--- src/rtl/fifo72_tx_arbiter_if.sv ---
// Bus bundle for the 72-bit frame arbiter: two source FIFO read ports,
// one shared TX FIFO write port and the status counters.
interface fifo72_tx_arbiter_if;
  logic [71:0] src0_dout;
  logic        src0_empty;
  logic        src0_rd_en;
  logic [71:0] src1_dout;
  logic        src1_empty;
  logic        src1_rd_en;
  logic [71:0] dst_din;
  logic        dst_wr_en;
  logic        dst_full;
  logic [15:0] frames0;
  logic [15:0] frames1;
  logic        trunc_err;

  // arbiter side
  modport master (
    input  src0_dout, src0_empty, src1_dout, src1_empty, dst_full,
    output src0_rd_en, src1_rd_en, dst_din, dst_wr_en, frames0, frames1, trunc_err
  );

  // FIFO / environment side
  modport slave (
    output src0_dout, src0_empty, src1_dout, src1_empty, dst_full,
    input  src0_rd_en, src1_rd_en, dst_din, dst_wr_en, frames0, frames1, trunc_err
  );
endinterface

--- src/rtl/fifo72_tx_arbiter.sv ---
// Frame-level round-robin arbiter: copies whole frames from two 72-bit
// source FIFOs into one shared TX FIFO, truncating over-long frames with
// a 72'h0 terminator and discarding their tail.
module fifo72_tx_arbiter #(
  parameter int MAX_WORDS = 190
) (
  input  logic                 sys_clk,
  input  logic                 sys_rst,
  fifo72_tx_arbiter_if.master  bus
);
  localparam int CW = $clog2(MAX_WORDS + 1);

  typedef enum logic [2:0] {IDLE, RD, WR, WAIT, TERM, DRD, DWR} state_t;

  state_t        r_state, w_state_nxt;
  logic          r_grant, w_grant_nxt;
  logic          r_last_grant, w_last_nxt;
  logic [CW-1:0] r_word_cnt, w_cnt_nxt, w_cnt_inc;
  logic [15:0]   r_frames0, w_frames0_nxt;
  logic [15:0]   r_frames1, w_frames1_nxt;
  logic [71:0]   w_src_dout;
  logic          w_src_empty, w_eof, w_ready, w_rd, w_wr, w_term_go;

  // Mux the granted source; bit 71 low marks the last word of a frame.
  always_comb begin
    w_src_dout  = r_grant ? bus.src1_dout  : bus.src0_dout;
    w_src_empty = r_grant ? bus.src1_empty : bus.src0_empty;
    w_eof       = ~w_src_dout[71];
    w_ready     = ~w_src_empty & ~bus.dst_full;
    w_cnt_inc   = r_word_cnt + 1'b1;
    // Terminator is written only when TX has room and the tail to discard
    // is already available, so DRD never strobes an empty FIFO.
    w_term_go   = (r_state == TERM) & ~bus.dst_full & ~w_src_empty;
  end

  // State, grant and counter registers.
  always_ff @(posedge sys_clk) begin
    if (sys_rst) begin
      r_state      <= IDLE;
      r_grant      <= 1'b0;
      r_last_grant <= 1'b1;
      r_word_cnt   <= '0;
      r_frames0    <= '0;
      r_frames1    <= '0;
    end else begin
      r_state      <= w_state_nxt;
      r_grant      <= w_grant_nxt;
      r_last_grant <= w_last_nxt;
      r_word_cnt   <= w_cnt_nxt;
      r_frames0    <= w_frames0_nxt;
      r_frames1    <= w_frames1_nxt;
    end
  end

  // Next-state logic: grant is chosen only in IDLE and held to EOF.
  always_comb begin
    w_state_nxt   = r_state;
    w_grant_nxt   = r_grant;
    w_last_nxt    = r_last_grant;
    w_cnt_nxt     = r_word_cnt;
    w_frames0_nxt = r_frames0;
    w_frames1_nxt = r_frames1;
    unique case (r_state)
      IDLE: begin
        if (!bus.dst_full && (!bus.src0_empty || !bus.src1_empty)) begin
          w_state_nxt = RD;
          if (!bus.src0_empty && !bus.src1_empty) w_grant_nxt = ~r_last_grant;
          else                                    w_grant_nxt = bus.src0_empty;
        end
      end
      RD: w_state_nxt = WR;
      WR: begin
        w_cnt_nxt = w_cnt_inc;
        if (w_eof) begin
          if (r_grant) w_frames1_nxt = r_frames1 + 16'd1;
          else         w_frames0_nxt = r_frames0 + 16'd1;
          w_last_nxt  = r_grant;
          w_cnt_nxt   = '0;
          w_state_nxt = IDLE;
        end else if (w_cnt_inc == CW'(MAX_WORDS)) begin
          w_state_nxt = TERM;
        end else if (w_ready) begin
          w_state_nxt = RD;
        end else begin
          w_state_nxt = WAIT;
        end
      end
      WAIT: if (w_ready) w_state_nxt = RD;
      TERM: begin
        if (w_term_go) begin
          w_cnt_nxt   = '0;
          w_state_nxt = DRD;
        end
      end
      DRD: w_state_nxt = DWR;
      DWR: begin
        if (w_eof) begin
          w_last_nxt  = r_grant;
          w_state_nxt = IDLE;
        end else if (!w_src_empty) begin
          w_state_nxt = DRD;
        end
      end
      default: w_state_nxt = IDLE;
    endcase
  end

  // Strobes and data are decoded straight from state.
  always_comb begin
    w_rd           = (r_state == RD) | (r_state == DRD);
    w_wr           = (r_state == WR) | w_term_go;
    bus.src0_rd_en = w_rd & ~r_grant;
    bus.src1_rd_en = w_rd &  r_grant;
    bus.dst_wr_en  = w_wr;
    bus.dst_din    = (r_state == WR) ? w_src_dout : 72'h0;
    bus.trunc_err  = w_term_go;
    bus.frames0    = r_frames0;
    bus.frames1    = r_frames1;
  end
endmodule

--- src/flat_wrapper.sv ---
// flat-port wrapper written by rule: the top's interface ports become plain ports
module fifo72_tx_arbiter_flat 
#(
  parameter int MAX_WORDS = 190
)
  (sys_clk, sys_rst, bus_src0_dout, bus_src0_empty, bus_src1_dout, bus_src1_empty, bus_dst_full, bus_src0_rd_en, bus_src1_rd_en, bus_dst_din, bus_dst_wr_en, bus_frames0, bus_frames1, bus_trunc_err);
  fifo72_tx_arbiter_if bus_i ();
  input  logic sys_clk;
  input  logic sys_rst;
  input wire logic [$bits(bus_i.src0_dout)-1:0] bus_src0_dout;
  input wire logic [$bits(bus_i.src0_empty)-1:0] bus_src0_empty;
  input wire logic [$bits(bus_i.src1_dout)-1:0] bus_src1_dout;
  input wire logic [$bits(bus_i.src1_empty)-1:0] bus_src1_empty;
  input wire logic [$bits(bus_i.dst_full)-1:0] bus_dst_full;
  output wire logic [$bits(bus_i.src0_rd_en)-1:0] bus_src0_rd_en;
  output wire logic [$bits(bus_i.src1_rd_en)-1:0] bus_src1_rd_en;
  output wire logic [$bits(bus_i.dst_din)-1:0] bus_dst_din;
  output wire logic [$bits(bus_i.dst_wr_en)-1:0] bus_dst_wr_en;
  output wire logic [$bits(bus_i.frames0)-1:0] bus_frames0;
  output wire logic [$bits(bus_i.frames1)-1:0] bus_frames1;
  output wire logic [$bits(bus_i.trunc_err)-1:0] bus_trunc_err;
  assign bus_i.src0_dout = bus_src0_dout;
  assign bus_i.src0_empty = bus_src0_empty;
  assign bus_i.src1_dout = bus_src1_dout;
  assign bus_i.src1_empty = bus_src1_empty;
  assign bus_i.dst_full = bus_dst_full;
  assign bus_src0_rd_en = bus_i.src0_rd_en;
  assign bus_src1_rd_en = bus_i.src1_rd_en;
  assign bus_dst_din = bus_i.dst_din;
  assign bus_dst_wr_en = bus_i.dst_wr_en;
  assign bus_frames0 = bus_i.frames0;
  assign bus_frames1 = bus_i.frames1;
  assign bus_trunc_err = bus_i.trunc_err;
  fifo72_tx_arbiter #(.MAX_WORDS(MAX_WORDS)) u_core (.sys_clk(sys_clk), .sys_rst(sys_rst), .bus(bus_i));
endmodule
--- config.mk ---
export PLATFORM = sky130hd
export DESIGN_NAME = fifo72_tx_arbiter_flat
export DESIGN_NICKNAME = d
export VERILOG_FILES = /design/src/rtl/fifo72_tx_arbiter_if.sv /design/src/rtl/fifo72_tx_arbiter.sv /design/src/flat_wrapper.sv
export SDC_FILE = /design/constraint.sdc
export NUM_CORES = 1
export LEC_CHECK = 0
export ABC_CLOCK_PERIOD_IN_PS = 1900
export CAP_MARGIN = 0
export CORE_ASPECT_RATIO = 0.5
export CORE_MARGIN = 2
export CORE_UTILIZATION = 30
export DETAILED_ROUTE_END_ITERATION = 6
export PLACE_DENSITY = 0.78
export SLEW_MARGIN = 0
export SYNTH_ARGS = -nofsm -noshare
export SYNTH_HDL_FRONTEND = slang
export SYNTH_SLANG_ARGS = --single-unit
--- constraint.sdc ---
create_clock -name sys_clk -period 1.9 [get_ports sys_clk]
set_input_delay 0.38 -clock sys_clk [delete_from_list [all_inputs] [get_ports sys_clk]]
set_output_delay 0.38 -clock sys_clk [all_outputs]
set_load 0.01 [all_outputs]
== Word-level counts from Yosys, hierarchy flattened ==
Index checks and enable logic that the tools add are counted.

* Input bits: 149
* Register bits after elaboration: 45
* Output and inout port bits: 108
* Word-level logic and storage cells: 63

* Reductions and logical operators: 15
* Bitwise operators: 12
* Equality and inequality tests: 11
* Mux-type cells: 16
* Add/sub/neg operators: 3

{| class="wikitable"
|+ Operators by type and width
! cell !! count
|-
| $mux 72 || 2
|-
| $add 16x1->16 const B || 2
|-
| $mux 3 || 7
|-
| $pmux 3 s7 || 1
|-
| $mux 8 || 2
|-
| $pmux 8 s2 || 1
|-
| $eq 3x3->1 const B || 3
|-
| $add 8x1->8 const B || 1
|-
| $eq 8x8->1 const B || 1
|-
| $eq 3x2->1 const B || 2
|-
| $ne 2x1->1 const B || 3
|-
| $reduce_and 2->1 || 3
|-
| $reduce_and 3->1 || 2
|-
| $and 1x1->1 || 5
|-
| $not 1->1 || 5
|-
| $reduce_and 4->1 || 1
|-
| $eq 3x1->1 const B || 1
|-
| $logic_not 1->1 || 3
|-
| $logic_not 3->1 || 1
|-
| $ne 3x3->1 const B || 1
|-
| $logic_and 1x1->1 || 2
|-
| $mux 1 || 2
|-
| $mux 2 || 1
|-
| $or 1x1->1 || 2
|-
| other kinds (3) || 3
|}

== Depth between registers and ports, before layout ==
Gate-level depths: netlist (run 1).

* Word-level depth: 7
* Depth in mapped cells: 7
* Gate-level depth less buffers: 7

== Worst setup path before layout (run 1) ==
Ideal clock, no wire load.

* Path type: register -> output
* Start: reg u_core.r_grant
* End: out bus_dst_din[25]
* Cell stages (with the launch flop): 6
* Path slack: 0.084 ns
* Path buffers: 3
* Data required time: 1.520 ns
* Data arrival time: 1.436 ns
* Path through: dfxtp_1 > buf_2 > buf_1 > buf_2 > mux2i_1 > nor2_1

* Longest elaborated chain between the ends: 2

{| class="wikitable"
|+ RTL lines
! element !! line !! source
|-
| start: declaration || fifo72_tx_arbiter.sv:16 || <nowiki>logic r_grant, w_grant_nxt;</nowiki>
|-
| start signal: assignment || fifo72_tx_arbiter.sv:47 || <nowiki>r_grant <= w_grant_nxt;</nowiki>
|-
| $mux 72 || fifo72_tx_arbiter.sv:26 || <nowiki>w_src_dout = r_grant ? bus.src1_dout : bus.src0_dout;</nowiki>
|-
| $mux 72 || fifo72_tx_arbiter.sv:115 || <nowiki>bus.dst_din = (r_state == WR) ? w_src_dout : 72'h0;</nowiki>
|-
| end: declaration || flat_wrapper.sv:17 || <nowiki>output wire logic [$bits(bus_i.dst_din)-1:0] bus_dst_din;</nowiki>
|}

No other way between the ends.

== Worst setup path after layout (run 1) ==
* Start: reg u_core.r_state[0]
* End: out bus_dst_din[48]

* Longest elaborated chain between the ends: 2

{| class="wikitable"
|+ RTL lines
! element !! line !! source
|-
| start: declaration || fifo72_tx_arbiter.sv:15 || <nowiki>state_t r_state, w_state_nxt;</nowiki>
|-
| start signal: assignment || fifo72_tx_arbiter.sv:46 || <nowiki>r_state <= w_state_nxt;</nowiki>
|-
| $eq 3x2->1 || fifo72_tx_arbiter.sv:115 ||
|-
| $mux 72 || fifo72_tx_arbiter.sv:115 ||
|}

No other way between the ends.

==> metrics.md, run 1 <==
| Metric | Value |
|---|---|
| Outcome | `finished with violations` |
| Failing checks | `setup timing` |
| Fin. Hold Viols | `0` |
| Core Region | `roughly 11000 um2` |
| Largest net degree at the start of global routing | `25` |
| Tcrit/Tclk final | `109%` |
| Clock Latency Late Sink | `between 0.2 and 0.3 ns` |
| Die Area | `around 12000 um2` |
| Filler cells | `840` |
| Ant. Diodes | `0` |
| CP required | `~1.5 ns` |
| Critical Path Max Stage Delay | `between 0.4 and 0.5 ns` |
| GRT Total Usage | `23.4%` |
| Area delta synth->final | `115%` |
| Post-layout util | `between 60% and 70%` |
| CP endpoint kind | `output pin` |
| VDD IR max | `0.000314 V` |
| CTS Buf Count | `5` |
| Synth Cell Area | `about 3400 um2` |
| Vias in the first global route | `4348` |
| Largest family of logic cells by synthesized area | `simple AND/OR/NAND/NOR gates` |
| ANT nets after route | `0` |
| Clk slew on worst S/H paths | `0.07 ns` |
| Crit path cell chain | `or3b_4 -> buf_12 -> buf_16 -> buf_6 -> nor2_4 -> buf_6` |
| Slew @ Worst Pin | `0.513 ns` |
| Logic depth of the worst path, buffers included | `6` |
| Starting Density | `a little under a third` |
| Synthesized netlist cell count | `roughly 440` |
| Critical path fanouts, max | `6` |
| Pwr dens | `413 nW/um2` |
| RSZ-0062 raised after global routing | `true` |
| Post-Place Cells | `~840` |
| Worst Skew | `0.00922 ns` |
| CP Launch Type | `register` |
| Max-cap violation count | `0` |
| Setup violators final | `64` |
| Post-Synth Adder-Cell Area | `1.49%` |
| Initial antenna violation count | `0` |
| Critical path class | `register to output pin` |
| DP Worst Slack | `-0.501 ns` |
| Setup TNS Final | `-5.49 ns` |
| Mux contribution to synthesized area | `between 20% and 30%` |
| Synth Flop Type | `dfxtp_1` |
| Vias per std cell | `4.91` |
| R2R setup slack | `about 0.040 ns` |
| Worst R2R End | `u_core.r_word_cnt[2]` |
| Max Slew Vio Count | `0` |
| Die Ht | `about 80 um` |
| Compound-Gate Fraction of Synth Area | `between 8 and 9%` |
| Area leader, netlist | `dfxtp_1` |
| First-pass GRT wire length | `22800 um` |
| CTS tree | `done` |
| Number of buffers and inverters on the critical path | `4` |
| CP arrival | `about 1.7 ns` |
| Row cnt | `27` |
| 1st-iter DRT viols | `146` |
| Crit-path slowest cell | `or3b_4` |
| Post-synthesis simple-gate area fraction | `between 20 and 30%` |
| Slew HR | `between 60% and 70%` |
| CTS root buffer | `clkbuf_16` |
| Crit path max-delay family | `buffers and inverters` |
| Sequential area share after synthesis | `around a quarter` |
| Cell mode on critical path | `buf_6` |
| GRT Residual Overflow | `0` |
| RR Startpoint | `u_core.r_state[0]` |
| Final WL | `15500 um` |
| Critical path destination | `bus_dst_din[48]` |
| Post-CTS Hold Buffers | `0` |
| Finished Layout Cells | `roughly 900` |
| Placer congestion estimate | `~0.84` |
| Vias | `~4.3k` |
| Syn_area_per_cell | `around 7.7 um2` |
| CTS sink cnt | `between 40 and 50` |
| R2R depth | `6` |
| H-tree depth | `2` |
| Final min period | `around 2.1 ns` |
| Synth unique cells | `48` |
| Async SR Flop Fraction | `0%` |
| Post-synth top area share | `a little over a quarter` |
| Post-route cell area | `7230 um2` |
| Post-synth EDFFs | `0` |
| First drt pass iteration count | `4` |
| Syn Nets | `roughly 590` |
| Final #Nets | `~890` |
| CTS Buffer Depth | `2` |
| Post-route setup slack | `-0.175 ns` |
| I/O Buffers | `roughly 260` |
| Synth top area cells | `dfxtp_1, mux2i_1, nor2_1, xor2_1, xnor2_1` |
| Ys Warns | `0` |
| Die width | `154 um` |
| XOR/XNOR Fraction of Synth Area | `around 6.5%` |
| Yosys reg bits | `45` |
| Leakage | `roughly 2.8 nW` |
| Min-delay worst type | `register to register` |
| CP startpoint | `u_core.r_state[0]` |
| Post-DP HPWL | `around 11000 um` |
| Top Ports | `257` |
| DR DRC count | `0` |
| Layout cell share with drive strength beyond 1 | `roughly a third` |
| Fmax achieved | `just under 0.5 GHz` |
| Placed Area | `between 6000 and 7000 um2` |
| Routed length per instance | `about 18 um` |
==> state kept, by name, summed over array words and instances (netlist names) <==
| name | cells |
|---|---|
| u_core.bus.frames0 | 16 |
| u_core.bus.frames1 | 16 |
| u_core.r_word_cnt | 8 |
| u_core.r_state | 3 |
| u_core.r_grant | 1 |
| u_core.r_last_grant | 1 |
==> layer usage <==
layer | up-vias | wire length, um | track usage, %
met5 | - | 0 | 0
met4 | 0 | 356 | 6.17
met3 | 34 | 853 | 3.66
met2 | 146 | 7700 | 41.4
met1 | 2024 | 6590 | 30.1
li1 | 2133 | - | -
==> how the worst min path moves through the flow <==
stage,start,endpoint,depth (start not counted)
2_1_floorplan,u_core.r_word_cnt[7],u_core.r_word_cnt[7],1
3_3_place_gp,u_core.r_word_cnt[7],u_core.r_word_cnt[7],1
3_5_place_dp,u_core.r_word_cnt[7],u_core.r_word_cnt[7],1
4_1_cts,u_core.r_word_cnt[7],u_core.r_word_cnt[7],1
5_1_grt,u_core.r_word_cnt[7],u_core.r_word_cnt[7],1
6_report,u_core.r_word_cnt[7],u_core.r_word_cnt[7],1
==> worst register-to-register path: cells and delay by family (launching register included) <==
| kind | cells | cell delay [ns] |
|---|---|---|
| AOI/OAI and AO/OA | 1 | 0.27 |
| buffers and inverters | 3 | 0.45 |
| DFF | 1 | 0.32 |
| and+or+nand+nor | 2 | 0.75 |
==> cells in the mapped netlist, types with 2 or more instances <==
library cell,number
nand2_1,22
nor4_1,2
nor4_2,4
mux2i_1,75
clkbuf_1,12
a31oi_1,4
xor2_1,13
nand3_1,11
nor3b_1,2
inv_1,8
a21oi_1,15
nand4_1,11
buf_2,10
xnor2_1,12
nand2b_1,3
nor2b_1,2
o21ai_0,13
o22ai_1,3
or3_1,7
nor3_1,8
buf_1,8
and4_1,4
nor2_1,110
and3_1,2
a311oi_1,4
ha_1,4
dfxtp_1,45
==> through the flow <==
step           power, mW  hold slack (ns)
2_1_floorplan       1.30            0.431
3_3_place_gp        1.85            0.455
3_5_place_dp        1.86            0.454
4_1_cts             2.84            0.471
5_1_grt             3.10            0.519
6_report            2.99            0.471
==> logic make-up after synthesis <==
group / after synthesis
AND/OR/NAND/NOR: 199
flip-flops: 45
buffers and inverters: 39
multiplexers: 76
XOR/XNOR: 25
adder cells (fa/ha/maj): 4
AO/OA/AOI/OAI: 47
==> power by group <==
group          switching, mW  leakage, nW  internal (mW)
logic                  0.459         2.38          0.675
registers             0.0139        0.365          0.953
clock network          0.394       0.0704          0.495
==> layout by cell type, fill, tap and decap left out, types with 15 or more instances in the layout <==
| master | synthesis | layout |
|---|---|---|
| nor2_1 | 110 | 61 |
| buf_2 | 10 | 40 |
| mux2i_1 | 75 | 60 |
| buf_6 | 0 | 44 |
| a21oi_1 | 15 | 15 |
| nor2_4 | 0 | 32 |
| dfxtp_1 | 45 | 41 |
| nor2_2 | 0 | 17 |
| buf_4 | 0 | 41 |
| clkdlybuf4s50_1 | 0 | 178 |
| nand2_1 | 22 | 22 |
==> layout make-up <==
| class | count | area (um2) | share of cell area (%) |
|---|---|---|---|
| clock inverter | 3 | 25.0 | 0.346 |
| multi-input combinational | 351 | 2720 | 37.5 |
| clock buffer | 5 | 125 | 1.73 |
| timing repair buffer | 326 | 3240 | 44.8 |
| inverter | 9 | 33.8 | 0.467 |
| sequential | 45 | 908 | 12.6 |
| tap | 145 | 181 | 2.51 |
==> repair_timing <==
| item | in CTS | in global routing |
|---|---|---|
| setup buffers | 16 | 8 |
| setup endpoints to repair | 81 | 82 |
| cloned | 7 | 2 |
| resized for setup | 358 | 114 |
| hold endpoints to repair | 0 | 0 |
| pin swaps | 21 | 22 |
No activity file was read; power rests on OpenSTA's default activity.
==> run 2, diff against run 1 <==
ABC_CLOCK_PERIOD_IN_PS = not set   (was 1900)
==> results of run 2 <==
The final DEF is identical to that of run 1; final timing and power are the same.
